--- config.mk ---
export PLATFORM = sky130hd
export DESIGN_NAME = adc_test_source
export DESIGN_NICKNAME = d
export VERILOG_FILES = /design/src/rtl/adc_test_source.sv
export SDC_FILE = /design/constraint.sdc
export NUM_CORES = 1
export LEC_CHECK = 0
export ABC_AREA = 1
export CORE_MARGIN = 2
export CORE_UTILIZATION = 30
export CTS_BUF_LIST = sky130_fd_sc_hd__clkbuf_8
export CTS_CLUSTER_DIAMETER = 100
export CTS_CLUSTER_SIZE = 14
export DETAILED_ROUTE_END_ITERATION = 16
export PLACE_DENSITY = 0.57
export RECOVER_POWER = 100
export SLEW_MARGIN = 25
export SYNTH_ARGS = -nofsm -noshare
export SYNTH_HDL_FRONTEND = slang
export SYNTH_SLANG_ARGS = --single-unit
--- constraint.sdc ---
create_clock -name clk_div_a -period 3 [get_ports clk_div_a]
set_clock_uncertainty 0.1 [all_clocks]
set_input_delay 0.6 -clock clk_div_a [delete_from_list [all_inputs] [get_ports clk_div_a]]
set_output_delay 0.6 -clock clk_div_a [all_outputs]
set_load 0.01 [all_outputs]
--- src/rtl/adc_test_source.sv ---
// adc_test_source: synthetic ADC data source for the 4-channel capture path.
//
// Produces 10-bit offset-binary samples in the same format as the ADC deserialiser.
// Each burst is a sync preamble (alternating all-ones/all-zeros words) followed by a
// payload (midscale, ramp, fixed value or PRBS). Start/stop/done handshakes frame the burst.
//
// Optional feature: define ADC_TEST_SRC_PRBS_EN to enable the mode-3 PRBS generator
// (15-bit LFSR, x^15+x^14+1). Without it, mode 3 emits midscale.
//
// Ports:
//   clk_div_a        sample-word clock
//   rst_n            synchronous active-low reset
//   start            one-cycle pulse, starts a burst when idle
//   stop             one-cycle pulse, aborts a burst in SYNC or RUN
//   mode             pattern select (0 midscale, 1 ramp, 2 fixed, 3 PRBS), captured at start
//   fixed_val        signed value for mode 2, captured at start
//   sync_len         preamble length in cycles, captured at start
//   burst_len        payload length in cycles (0 = continuous), captured at start
//   dataA..D_out     SERDES_RATIO lanes of 10 bits each; lane 0 is the oldest sample
//   data_valid       high on payload cycles
//   sync_active      high on preamble cycles
//   busy             high in SYNC and RUN
//   done             one-cycle pulse when a burst ends
module adc_test_source #(
    parameter int unsigned SERDES_RATIO = 4,
    parameter int unsigned CNT_W        = 16
) (
    input  logic                         clk_div_a,
    input  logic                         rst_n,
    input  logic                         start,
    input  logic                         stop,
    input  logic [1:0]                   mode,
    input  logic [9:0]                   fixed_val,
    input  logic [3:0]                   sync_len,
    input  logic [CNT_W-1:0]             burst_len,
    output logic [SERDES_RATIO*10-1:0]   dataA_out,
    output logic [SERDES_RATIO*10-1:0]   dataB_out,
    output logic [SERDES_RATIO*10-1:0]   dataC_out,
    output logic [SERDES_RATIO*10-1:0]   dataD_out,
    output logic                         data_valid,
    output logic                         sync_active,
    output logic                         busy,
    output logic                         done
);

    localparam int unsigned DW  = SERDES_RATIO * 10;
    localparam logic [9:0]  MID = 10'h200;

    typedef enum logic [1:0] {StIdle, StSync, StRun, StDone} state_e;

    state_e           state_q;
    logic [1:0]       mode_q;
    logic [9:0]       fixed_q;
    logic [3:0]       sync_len_q;
    logic [CNT_W-1:0] burst_len_q;
    // Counts emitted preamble words in SYNC, emitted payload words in RUN.
    logic [CNT_W-1:0] cnt_q;
    logic [DW-1:0]    data_q [4];

`ifdef ADC_TEST_SRC_PRBS_EN
    localparam logic [14:0] SEED = 15'h7FFF;

    logic [14:0] lfsr_q;
    logic [14:0] pay_lfsr;

    function automatic logic [14:0] lfsr_step(input logic [14:0] s);
        return {s[13:0], s[14] ^ s[13]};
    endfunction

    // Bits [9:0] of s rotated left (within 15 bits) by n.
    function automatic logic [9:0] rot_lane(input logic [14:0] s, input int n);
        logic [9:0] r;
        int m;
        m = n % 15;
        for (int b = 0; b < 10; b++) begin
            r[b] = s[(b + 15 - m) % 15];
        end
        return r;
    endfunction
`endif

    // Pattern inputs for the payload word about to be registered. Leaving IDLE uses the
    // live inputs (they are being captured on the same edge); later cycles use captures.
    logic          in_idle;
    logic [1:0]    pay_mode;
    logic [9:0]    pay_fixed;
    logic [9:0]    pay_k;
    logic [9:0]    lane;
    logic [DW-1:0] pre_word;
    logic [DW-1:0] pay  [4];
    logic [DW-1:0] pre  [4];
    logic [DW-1:0] mid  [4];

    assign in_idle   = (state_q == StIdle);
    assign pay_mode  = in_idle ? mode : mode_q;
    assign pay_fixed = in_idle ? fixed_val : fixed_q;
    // Payload k=0 is emitted when leaving IDLE or SYNC; inside RUN k equals the count.
    assign pay_k     = (state_q == StRun) ? cnt_q[9:0] : 10'd0;
    // Preamble j=0 is emitted when leaving IDLE; inside SYNC j equals the count.
    assign pre_word  = (in_idle || !cnt_q[0]) ? {DW{1'b1}} : {DW{1'b0}};
`ifdef ADC_TEST_SRC_PRBS_EN
    assign pay_lfsr  = in_idle ? SEED : lfsr_q;
`endif

    always_comb begin
        lane = MID;
        for (int c = 0; c < 4; c++) begin
            pre[c] = pre_word;
            mid[c] = {SERDES_RATIO{MID}};
            pay[c] = '0;
            for (int i = 0; i < int'(SERDES_RATIO); i++) begin
                unique case (pay_mode)
                    2'd1:    lane = (pay_k * 10'(SERDES_RATIO) + 10'(i) + 10'(c * 256)) ^ MID;
                    2'd2:    lane = pay_fixed ^ MID;
`ifdef ADC_TEST_SRC_PRBS_EN
                    2'd3:    lane = rot_lane(pay_lfsr, c * int'(SERDES_RATIO) + i);
`endif
                    default: lane = MID;
                endcase
                pay[c][i*10 +: 10] = lane;
            end
        end
    end

    always_ff @(posedge clk_div_a) begin
        if (!rst_n) begin
            state_q     <= StIdle;
            mode_q      <= '0;
            fixed_q     <= '0;
            sync_len_q  <= '0;
            burst_len_q <= '0;
            cnt_q       <= '0;
            data_q      <= mid;
            data_valid  <= 1'b0;
            sync_active <= 1'b0;
            busy        <= 1'b0;
            done        <= 1'b0;
`ifdef ADC_TEST_SRC_PRBS_EN
            lfsr_q      <= '0;
`endif
        end else begin
            // Idle-looking defaults; the branches below override for active cycles.
            data_q      <= mid;
            data_valid  <= 1'b0;
            sync_active <= 1'b0;
            busy        <= 1'b0;
            done        <= 1'b0;
            case (state_q)
                StIdle: begin
                    if (start) begin
                        mode_q      <= mode;
                        fixed_q     <= fixed_val;
                        sync_len_q  <= sync_len;
                        burst_len_q <= burst_len;
                        cnt_q       <= CNT_W'(1);
                        busy        <= 1'b1;
                        if (sync_len != 4'd0) begin
                            state_q     <= StSync;
                            sync_active <= 1'b1;
                            data_q      <= pre;
`ifdef ADC_TEST_SRC_PRBS_EN
                            lfsr_q      <= SEED;
`endif
                        end else begin
                            state_q    <= StRun;
                            data_valid <= 1'b1;
                            data_q     <= pay;
`ifdef ADC_TEST_SRC_PRBS_EN
                            lfsr_q     <= lfsr_step(pay_lfsr);
`endif
                        end
                    end
                end
                StSync: begin
                    if (stop) begin
                        state_q <= StDone;
                        done    <= 1'b1;
                    end else if (cnt_q == CNT_W'(sync_len_q)) begin
                        state_q    <= StRun;
                        cnt_q      <= CNT_W'(1);
                        busy       <= 1'b1;
                        data_valid <= 1'b1;
                        data_q     <= pay;
`ifdef ADC_TEST_SRC_PRBS_EN
                        lfsr_q     <= lfsr_step(pay_lfsr);
`endif
                    end else begin
                        cnt_q       <= cnt_q + CNT_W'(1);
                        busy        <= 1'b1;
                        sync_active <= 1'b1;
                        data_q      <= pre;
                    end
                end
                StRun: begin
                    // stop wins over normal completion on the same edge.
                    if (stop || (burst_len_q != '0 && cnt_q == burst_len_q)) begin
                        state_q <= StDone;
                        done    <= 1'b1;
                    end else begin
                        cnt_q      <= cnt_q + CNT_W'(1);
                        busy       <= 1'b1;
                        data_valid <= 1'b1;
                        data_q     <= pay;
`ifdef ADC_TEST_SRC_PRBS_EN
                        lfsr_q     <= lfsr_step(pay_lfsr);
`endif
                    end
                end
                default: begin
                    state_q <= StIdle;
                    cnt_q   <= '0;
                end
            endcase
        end
    end

    assign dataA_out = data_q[0];
    assign dataB_out = data_q[1];
    assign dataC_out = data_q[2];
    assign dataD_out = data_q[3];

endmodule

# Yosys cells after proc, flatten, opt, wreduce, memory -nomap -nowiden

Cells that the tools add are included.

$add $sub $neg: 16
Eq/ne operators: 11
Mux-type cells: 54
Bitwise operators: 17
Reductions and logical operators: 10

Operator list:

| operator                                                               | count |
|---|---|
| 160-bit two-way mux                                                    | 5 |
| 160-bit one-hot mux with 3 select lines                                | 1 |
| 10-bit one-hot mux with 2 select lines                                 | 16 |
| 10-bit adder (second input constant)                                   | 8 |
| 16-bit two-way mux                                                     | 4 |
| 16-bit one-hot mux with 3 select lines                                 | 1 |
| 10-bit by 9-bit adder with 10-bit output (second input constant)       | 4 |
| 40-bit two-way mux                                                     | 1 |
| 10-bit by 2-bit adder with 10-bit output (second input constant)       | 2 |
| 1-bit inverter                                                         | 17 |
| 16-bit by 1-bit adder with 16-bit output (second input constant)       | 1 |
| 16-bit equality test                                                   | 1 |
| 16-bit by 4-bit equality test with 1-bit output                        | 1 |
| 16-bit nonzero test                                                    | 1 |
| 1-bit two-way mux                                                      | 13 |
| 2-bit two-way mux                                                      | 6 |
| 10-bit by 1-bit adder with 10-bit output (second input constant)       | 1 |
| 10-bit two-way mux                                                     | 1 |
| 8-bit two-way mux                                                      | 1 |
| 2-bit inequality test (second input constant)                          | 3 |
| 1-bit one-hot mux with 3 select lines                                  | 2 |
| 2-bit one-hot mux with 3 select lines                                  | 1 |
| 3-bit AND reduction                                                    | 2 |
| 2-bit by 1-bit equality test with 1-bit output (second input constant) | 2 |
| 10 further kinds                                                       | 13 |

Register bits: 214
Input port bits: 36
Output and inout bits: 164
Logic and storage cells: 122

# Logic depth before layout (Yosys ltp)

Gate-level depths: netlist (run 1).

Depth in word-level cells: 9
Depth in mapped cells: 15
Mapped depth without buffers: 14

# Least setup slack after synthesis (run 1)

No wires, ideal clock.

Kind: register to register
Start point: register state_q[0]
End point: register data_q (netlist bit dataD_out[29])
Setup time: 136 ps
Arrival time: 2278 ps
Data required time: 2764 ps
Slack: 487 ps
Cell stages (with the launch flop): 13
Path buffers: 2
Clock period less this slack: 2513 ps
Path through: dfxtp_1 -> inv_1 -> ha_1 -> clkbuf_1 -> clkbuf_1 -> o21ai_0 -> ha_1 -> clkinv_1 -> nand2_1 -> a31oi_1 -> nor2_1 -> o21ai_0 -> nand4_1

Word-level cells in the longest chain between the ends: 9
Elaborated cells between the ends (all ways): 21
Those cells by class: 2 x add/sub; 4 x eq/ne; 11 x mux; 2 x bitwise; 2 x reduce/logical

RTL lines:

| element                                       | RTL line | RTL |
|---|---|---|
| start: declaration                            | 51       | `state_e state_q;` |
| start signal: assignment                      | 127      | `state_q <= StIdle;` |
| start signal: assignment                      | 158      | `state_q <= StSync;` |
| start signal: assignment                      | 165      | `state_q <= StRun;` |
| 2-bit equality test                           | 98, 148  |  |
| 8-bit two-way mux                             | 98       | `assign pay_k = (state_q == StRun) ? cnt_q[9:0] : 10'd0;` |
| 10-bit by 2-bit adder with 10-bit output      | 113      | `2'd1: lane = (pay_k * 10'(SERDES_RATIO) + 10'(i) + 10'(c * 256)) ^ MID;` |
| 10-bit adder                                  | 113      |  |
| 1-bit inverter (no source line)               | --       |  |
| 10-bit one-hot mux with 2 select lines        | 112      | `unique case (pay_mode)` |
| 160-bit two-way mux, on equally long branches | 178, 157 |  |
| 160-bit two-way mux, on equally long branches | 175, 150 |  |
| 160-bit one-hot mux with 3 select lines *     | 148      | `case (state_q)` |
| end signal: assignment                        | 160      | `data_q <= pre;` |
| end signal: assignment                        | 183      | `data_q <= pay;` |
| end signal: assignment                        | 191      | `data_q <= pre;` |
| end: declaration                              | 58       | `logic [DW-1:0] data_q [4];` |

Every way passes the cells marked *; elsewhere a longest branch is shown, timed or not.
A chain may end at the register's enable or synchronous reset.

# Worst setup path after layout (run 1)

Start point: register state_q[0]
End point: register data_q (netlist bit dataA_out[31])

Word-level cells in the longest chain between the ends: 7
Elaborated cells between the ends (all ways): 16
Those cells by class: 4 x eq/ne; 10 x mux; 2 x reduce/logical

RTL lines:

| element                                                                               | RTL line | RTL |
|---|---|---|
| 2-bit zero test                                                                       | 94, 148  |  |
| 2-bit two-way mux                                                                     | 95       | `assign pay_mode = in_idle ? mode : mode_q;` |
| 2-bit equality test or 2-bit by 1-bit equality test with 1-bit output (tied branches) | 112      |  |
| 10-bit one-hot mux with 2 select lines                                                | 112      |  |
| 160-bit two-way mux, on equally long branches                                         | 178, 157 |  |
| 160-bit two-way mux, on equally long branches                                         | 175, 150 |  |
| 160-bit one-hot mux with 3 select lines *                                             | 148      |  |

Marks and branches as above.

==> results of run 1 <==
## cells by family (layout without fill, tap and decap cells)
group | count (synthesis) | in the layout | share of synthesized area, %
buf+inv | 244 | 302 | 29.18
xor+xnor | 6 | 6 | 1.041
flops | 70 | 70 | 27.74
compound gates | 150 | 150 | 16.20
simple gates | 290 | 290 | 24.10
fa+ha+maj | 7 | 7 | 1.734
## registers in the layout, summed over array words and instances, names as in the netlist
signal	count
burst_len_q	16
busy	1
cnt_q	16
dataA_out	12
dataB_out	2
dataC_out	1
dataD_out	1
data_valid	1
done	1
fixed_q	10
mode_q	2
state_q	2
sync_active	1
sync_len_q	4
## cells in the mapped netlist (7+ instances only)
| cell | count |
|---|---|
| a21oi_1 | 54 |
| buf_4 | 145 |
| clkbuf_1 | 18 |
| dfxtp_1 | 70 |
| ha_1 | 7 |
| inv_1 | 65 |
| inv_2 | 7 |
| nand2_1 | 143 |
| nand3_1 | 39 |
| nand4_1 | 9 |
| nor2_1 | 85 |
| o21ai_0 | 67 |
## layer usage
layer  part of all wire [%]  GRT usage, %  up-vias
met3                    7.3         3.691       18
met4                    1.8         4.787        0
li1                       -             -     2424
met2                     49         28.40      196
met1                     42         19.23     2142
met5                      0             0        -
## power groups by stage
stage	Combinational (mW)	Clock, mW	Sequential (mW)
finish	3.30	0.893	1.42
global route	3.63	0.952	1.47
CTS	3.59	0.915	1.46
detailed placement	3.58	0	1.48
global placement	3.59	0	1.48
floorplan	2.53	0	1.44
## path summary, 6_finish.rpt
path | start | to | slack [ns] | depth (start not counted)
worst max-delay path | state_q[0] | dataA_out[31] | 0.34 | 13
worst min register to register | mode_q[1] | mode_q[1] | 0.36 | 2
worst min-delay path | mode_q[1] | mode_q[1] | 0.36 | 2
worst max register to register | state_q[0] | dataA_out[31] | 0.34 | 13
## area by class of cell
cell class / instances / area (sq um)
fill: 1779 / 10100
multi-input combinational: 453 / 2158
timing repair buffer: 212 / 2081
sequential: 70 / 1401
inverter: 74 / 277.8
tap: 220 / 275.3
clock buffer: 10 / 137.6
clock inverter: 6 / 92.59
## metrics by stage
stage,instances,power (mW)
after global routing,1045,6.058
after floorplan,767,3.968
after detailed placement,1029,5.067
after global placement,1029,5.065
final,1045,5.608
after CTS,1045,5.968
## worst register-to-register path, cell delays in order (launching register included)
cell,delay (ns)
dfxtp_1,0.34
inv_1,0.08
ha_1,0.30
inv_1,0.10
or2_2,0.28
o21ai_0,0.16
ha_1,0.34
nor3_1,0.19
o21ai_0,0.17
nand2_1,0.14
nor2_1,0.05
o21ai_0,0.17
inv_1,0.05
a21oi_1,0.12
==> flow_summary.toml, run 1 <==
[place]
post-place-ws_ns = 0.1339
hpwlAfterDp_um = 11070
io_buffers = 199
place.gp.congestion = 0.8739
place_area_sq_um = 6220

[synth]
synth_top_cell_by_area = "dfxtp_1"
synth_edf_count = 0
ys_ff_latch = 70
async_flop_share_pct = 0
yosysWarnings = 0
mappedNetlistNets = 810
syn_area_sq_um = 5051
syn_area_per_cell_sq_um = 6.586
synth.area.top_cells = "dfxtp_1 (28%), buf_4 (22%), nand2_1 (11%), o21ai_0 (6.6%), nor2_1 (6.3%)"
syn_inst = 767
synth-main-ff-cell = "dfxtp_1"
synth_top_cell_area_share_pct = 27.74
ys_types = 34
synth-seq-area-share_pct = 27.74

[critical_path]
critPathLaunchType = "register"
worst-path-max-fanout = 7
path_cells = "inv_1 > ha_1 > inv_1 > or2_2 > o21ai_0 > ha_1 > nor3_1 > o21ai_0 > nand2_1 > nor2_1 > o21ai_0 > inv_1 > a21oi_1"
worstPathRequired_ns = 3.20
cp_data_arrival_time_ns = 2.85
critPathKind = "register to register"
crit_family = "simple AND/OR/NAND/NOR gates"
cp_slowest_stage_delay_ns = 0.34
cp_slowest_cell = "dfxtp_1"
end_kind = "register"
crit_buf_inv = 3

[global_routing]
grt_pass1_vias = 4434
grt-ovfl-total = 0
antenna_found_initial = 0
grt_max_degree = 39
grt_pass1_wl_um = 22830
grt_usage_pct = 16.03

[clocking]
cts_tree = "yes"
clkLatencyLatePin_ns = 0.37
cts_hold_buf = 0
root_buffer = "clkbuf_8"
clock-sinks = 70
numCtsBuffers = 9
cts_htree_levels = 3
clk_pin_slew_ns = 0.08
cts_resized = 0
cts_setup_buffers = 0
cts_buffer_depth = 2

[finish]
final_cell_mix = "dlygate4sd3_1 (164), nand2_1 (144), nor2_1 (86), dfxtp_1 (70), o21ai_0 (68)"
diodes = 0
syn2layout_area_growth_pct = 27.17
final_common_cell = "dlygate4sd3_1"
drive_gt1_share_pct = 5.091
layout.nets = 863
final_util_pct = 38.87
fin_area_sq_um = 6424

[die]
initial_core_util_pct = 30.57
row_count = 47
die-area_sq_um = 17890
io_pins = 200
die_h_um = 133.8
coreArea_sq_um = 16520
die_w_um = 133.8

[pwr]
p_int_mw = 3.125
switching_share_pct = 44.28
seq_power_share_pct = 25.3
pwr-share-comb_pct = 58.8
clkPwrFrac_pct = 15.9
vdd_drop_max_v = 0.0002870
p_sw_mw = 2.483
p_leak_nw = 2.950
power_density_nw_per_um2 = 873.0

[sta]
setup_tns_ns = 0
finalMaxSlewViolations = 0
holdWs_ns = 0.3647
relSlewSlack_pct = 57.16
timing.final.ws_setup_ns = 0.3433
finalSetupViolCount = 0
worstMarginPinSlew_ns = 0.6426
rsz0062_at_grt = "no"
period_share_pct = 88.56
final_hold_viol_count = 0
timing.fmax_mhz = 376.4
min_period_ns = 2.657

[route]
wl_um = 14300
viasPerCell = 4.574
detail_route.first_pass.iterations = 5
first_iter_violations = 285
drc = 0
wire_per_inst_um = 13.68
vias = 4780
postRouteAntennaNets = 0

[worst_hold_path]
hold_class = "register to register"

[flow_run]
cap_violations = 0

[outcome]
outcome = "complete, no violations"
Note: power is estimated with default switching activity, not from simulation.
==> run 2: changes to the inputs <==
Settings changed: CORE_UTILIZATION 30 to 45, PLACE_DENSITY 0.57 to 0.81.
==> flow_summary.toml, run 2 (same netlist as run 1, synthesis figures left out) <==
[outcome]
outcome = "complete, no violations"

[pwr]
p_leak_nw = 2.912
seq_power_share_pct = 26.8
vdd_drop_max_v = 0.0003785
p_sw_mw = 2.423
clkPwrFrac_pct = 12.1
switching_share_pct = 45.56
p_int_mw = 2.894
power_density_nw_per_um2 = 851.8
pwr-share-comb_pct = 61.2

[critical_path]
path_cells = "inv_1 > ha_1 > inv_1 > o21ai_0 > nand2_1 > nand2_4 > nand2_1 > nand2_1 > nand2_1 > inv_1"
critPathKind = "register to register"
cp_slowest_stage_delay_ns = 0.59
worst-path-max-fanout = 17
cpMostUsedCell = "nand2_1"
end_kind = "register"
cp_slowest_cell = "ha_1"
critPathLaunchType = "register"
crit_family = "simple AND/OR/NAND/NOR gates"
worstPathRequired_ns = 3.20
crit_buf_inv = 3
cp_data_arrival_time_ns = 2.78

[route]
wire_per_inst_um = 13.98
viasPerCell = 5.058
first_iter_violations = 355
drc = 0
detail_route.first_pass.iterations = 4
wl_um = 13460
vias = 4871
postRouteAntennaNets = 0

[sta]
final_hold_viol_count = 0
finalSetupViolCount = 0
rsz0062_at_grt = "no"
period_share_pct = 85.83
setup_tns_ns = 0
finalMaxSlewViolations = 0
relSlewSlack_pct = 35.18
min_period_ns = 2.575
worstMarginPinSlew_ns = 0.9722
timing.fmax_mhz = 388.4
holdWs_ns = 0.3762

[clocking]
clk_pin_slew_ns = 0.07
clkLatencyLatePin_ns = 0.35
cts_tree = "yes"
cts_setup_buffers = 0
root_buffer = "clkbuf_8"
cts_htree_levels = 3
cts_buffer_depth = 2
numCtsBuffers = 9
cts_hold_buf = 0
cts_resized = 0
clock-sinks = 70

[die]
row_count = 38
initial_core_util_pct = 46.39
die-area_sq_um = 12090
coreArea_sq_um = 10890
die_h_um = 109.9
io_pins = 200
die_w_um = 109.9

[flow_run]
cap_violations = 0

[global_routing]
grt_max_degree = 42
grt-ovfl-total = 0
grt_pass1_vias = 4369
antenna_found_initial = 0
grt_pass1_wl_um = 21340
grt_usage_pct = 22.57

[finish]
diodes = 0
drive_gt1_share_pct = 4.739
syn2layout_area_growth_pct = 23.58
final_cell_mix = "dlygate4sd3_1 (164), nand2_1 (144), nor2_1 (85), dfxtp_1 (70), o21ai_0 (68)"
final_common_cell = "dlygate4sd3_1"
final_util_pct = 57.33
layout.nets = 862

[place]
io_buffers = 199
hpwlAfterDp_um = 10370
place.gp.congestion = 0.9333

[worst_hold_path]
hold_class = "register to register"
-- run 2: tightest hold or removal path, cell delays in order, from the launching register on --
cell	delay (ns)
dfxtp_1	0.31
inv_1	0.06
a21oi_1	0.06
-- run 2: power groups by stage --
stage | clock network, mW | logic [mW] | registers (mW)
3_5_place_dp | 0 | 3.52 | 1.48
3_3_place_gp | 0 | 3.48 | 1.48
4_1_cts | 0.653 | 3.53 | 1.46
2_1_floorplan | 0 | 2.53 | 1.44
5_1_grt | 0.697 | 3.60 | 1.48
6_report | 0.641 | 3.25 | 1.42
-- run 2: layout make-up --
type / instances / area, sq um
tap: 140 / 175.2
inverter: 74 / 277.8
fill: 1036 / 4646
clock inverter: 6 / 31.28
timing repair buffer: 211 / 2072
multi-input combinational: 453 / 2161
sequential: 70 / 1401
clock buffer: 9 / 123.9
-- run 2: path summary, 6_finish.rpt --
check / slack, ns / from / endpoint / cells after the start
hold reg to reg: 0.38 / sync_len_q[3] / sync_len_q[3] / 2
setup reg to reg: 0.43 / state_q[0] / cnt_q[4] / 10
hold / removal: 0.38 / sync_len_q[3] / sync_len_q[3] / 2
setup / recovery: 0.43 / state_q[0] / cnt_q[4] / 10
-- run 2: through the flow --
step / setup WS, ns / area (sq um) / power, mW / cells
3_3_place_gp: 0.2186 / 6112 / 4.954 / 948
6_report: 0.4250 / 6242 / 5.317 / 963
3_5_place_dp: 0.1879 / 6112 / 5.002 / 948
5_1_grt: 0.07696 / 6242 / 5.774 / 963
2_1_floorplan: 0.4865 / 5051 / 3.968 / 767
4_1_cts: 0.4323 / 6267 / 5.648 / 963
-- run 2: metal layers --
layer  routed length (um)  track usage (%)  vias up  part of all wire, %
met1                 5362            27.17     2179                   40
met3                 1182            4.742       31                  8.8
li1                     -                -     2416                    -
met5                    0                0        -                    0
met2                 6595            39.44      245                   49
met4                  320            7.957        0                  2.4
==> run 3: changes to the inputs <==
Settings changed: DONT_BUFFER_PORTS from default to 1, PLACE_DENSITY 0.81 to 0.56, TNS_END_PERCENT from default to 20.
==> flow_summary.toml, run 3 (same netlist as run 1, synthesis figures left out) <==
[critical_path]
end_kind = "register"
cp_data_arrival_time_ns = 2.81
critPathLaunchType = "register"
worstReg2RegEnd = "dataD_out[29]"
r2r-start = "state_q[0]"
rr_worst_depth = 11
worst-path-max-fanout = 20
rrSetupSlack_ns = 0.30
critPathKind = "register to register"
worstPathRequired_ns = 3.11

[finish]
final_util_pct = 39.38
fillCellCount = 1219
final_common_cell = "nand2_1"
drive_gt1_share_pct = 6.129
final_cell_mix = "nand2_1 (143), nor2_1 (85), dfxtp_1 (69), inv_1 (67), o21ai_0 (67)"
syn2layout_area_growth_pct = -15.11
layout.nets = 658
diodes = 0
fin_area_sq_um = 4288

[sta]
min_period_ns = 2.700
holdWs_ns = 0.2212
relSlewSlack_pct = -7.003
setup_tns_ns = 0
timing.fmax_mhz = 370.4
worstMarginPinSlew_ns = 1.603
period_share_pct = 90.00
timing.final.ws_setup_ns = 0.3000
final_hold_viol_count = 0
rsz0062_at_grt = "no"
finalMaxSlewViolations = 5
finalSetupViolCount = 0

[route]
postRouteAntennaNets = 0
vias = 4062
detail_route.first_pass.iterations = 5
viasPerCell = 5.345
drc = 0
wire_per_inst_um = 16.46
first_iter_violations = 239
wl_um = 12510

[place]
hpwlAfterDp_um = 9307
place_area_sq_um = 4090
place.gp.congestion = 0.9052
io_buffers = 0
post-place-ws_ns = 0.3843

[clocking]
cts_hold_buf = 0
clkLatencyLatePin_ns = 0.35
cts_setup_buffers = 0
clock-sinks = 70
numCtsBuffers = 9
cts_htree_levels = 3
cts_buffer_depth = 2
root_buffer = "clkbuf_8"
cts_tree = "yes"
clk_pin_slew_ns = 0.08

[outcome]
violations = "max-capacitance violations, max-slew violations"
outcome = "finished, violations left"

[die]
initial_core_util_pct = 46.39
row_count = 38
die_h_um = 109.9
coreArea_sq_um = 10890
die-area_sq_um = 12090
io_pins = 200
die_w_um = 109.9

[global_routing]
grt-ovfl-total = 0
grt_max_degree = 42
antenna_found_initial = 0
grt_pass1_vias = 3932
grt_usage_pct = 21.71
grt_pass1_wl_um = 20050

[pwr]
vdd_drop_max_v = 0.0006311
power_density_nw_per_um2 = 1040
p_leak_nw = 1.815

[worst_hold_path]
min_from = "start"
hold_path_end = "fixed_q[3]"
holdPathStages = 1
hold_class = "primary input to register"

[flow_run]
cap_violations = 5
[run 3: cell count changes in the layout (fill, tap and decap cells not counted), moves of 2 or more]
cell | previous run | this run
dlygate4sd3_1 | 164 | 0
clkdlybuf4s50_1 | 35 | 0
buf_4 | 9 | 5
bufinv_16 | 0 | 2
clkinv_2 | 4 | 2
[run 3: critical path, stage by stage (launching register included)]
cell	delay [ns]
dfxtp_1	0.39
inv_1	0.09
ha_1	0.21
buf_4	0.19
o21ai_0	0.28
ha_2	0.35
clkinv_1	0.15
nand2_1	0.13
a31oi_1	0.26
nor2_1	0.06
o21ai_0	0.23
nand4_1	0.11
[run 3: metal layers]
metal / vias to the layer above / GRT usage [%] / share of wire (%) / routed length, um
met5: - / 0 / 0 / 0
met3: 18 / 4.505 / 5.8 / 731
met2: 148 / 38.74 / 50 / 6205
met4: 0 / 6.691 / 1.9 / 233
met1: 1879 / 25.90 / 43 / 5336
li1: 2017 / - / - / -
[run 3: power breakdown]
part | leakage (nW) | internal, mW | switching, mW
sequential | 0.576 | 1.17 | 0.666
clock | 0.119 | 0.482 | 0.365
combinational | 1.12 | 0.547 | 1.23
total | 1.81 | 2.20 | 2.26
[run 3: final cells by class]
type	instances	area (sq um)	area share, %
clock inverter	6	77.57	1.809
multi-input combinational	453	2171	50.63
inverter	74	277.8	6.478
clock buffer	10	137.6	3.210
timing repair buffer	7	46.29	1.080
tap	140	175.2	4.085
sequential	70	1403	32.71
[run 3: how the worst max path moves through the flow]
| stage | from | to | cells past startpoint |
|---|---|---|---|
| 6_report | state_q[0] | dataD_out[29] | 11 |
| 5_1_grt | state_q[0] | dataA_out[30] | 13 |
| 4_1_cts | state_q[0] | dataA_out[30] | 13 |
| 3_5_place_dp | state_q[0] | dataD_out[29] | 11 |
| 3_3_place_gp | state_q[0] | dataD_out[29] | 11 |
| 2_1_floorplan | state_q[0] | dataD_out[29] | 12 |
[run 3: repair_timing]
| item | CTS | global route |
|---|---|---|
| setup endpoints to repair | 0 | 1 |
| endpoints found under the hold margin | 0 | 0 |
| resized for setup | 0 | 1 |
[run 3: per-stage QoR]
stage               cells  power [mW]
finish                760       4.458
global route          760       4.879
CTS                   760       4.485
detailed placement    744       3.631
global placement      744       3.607
floorplan             767       3.968
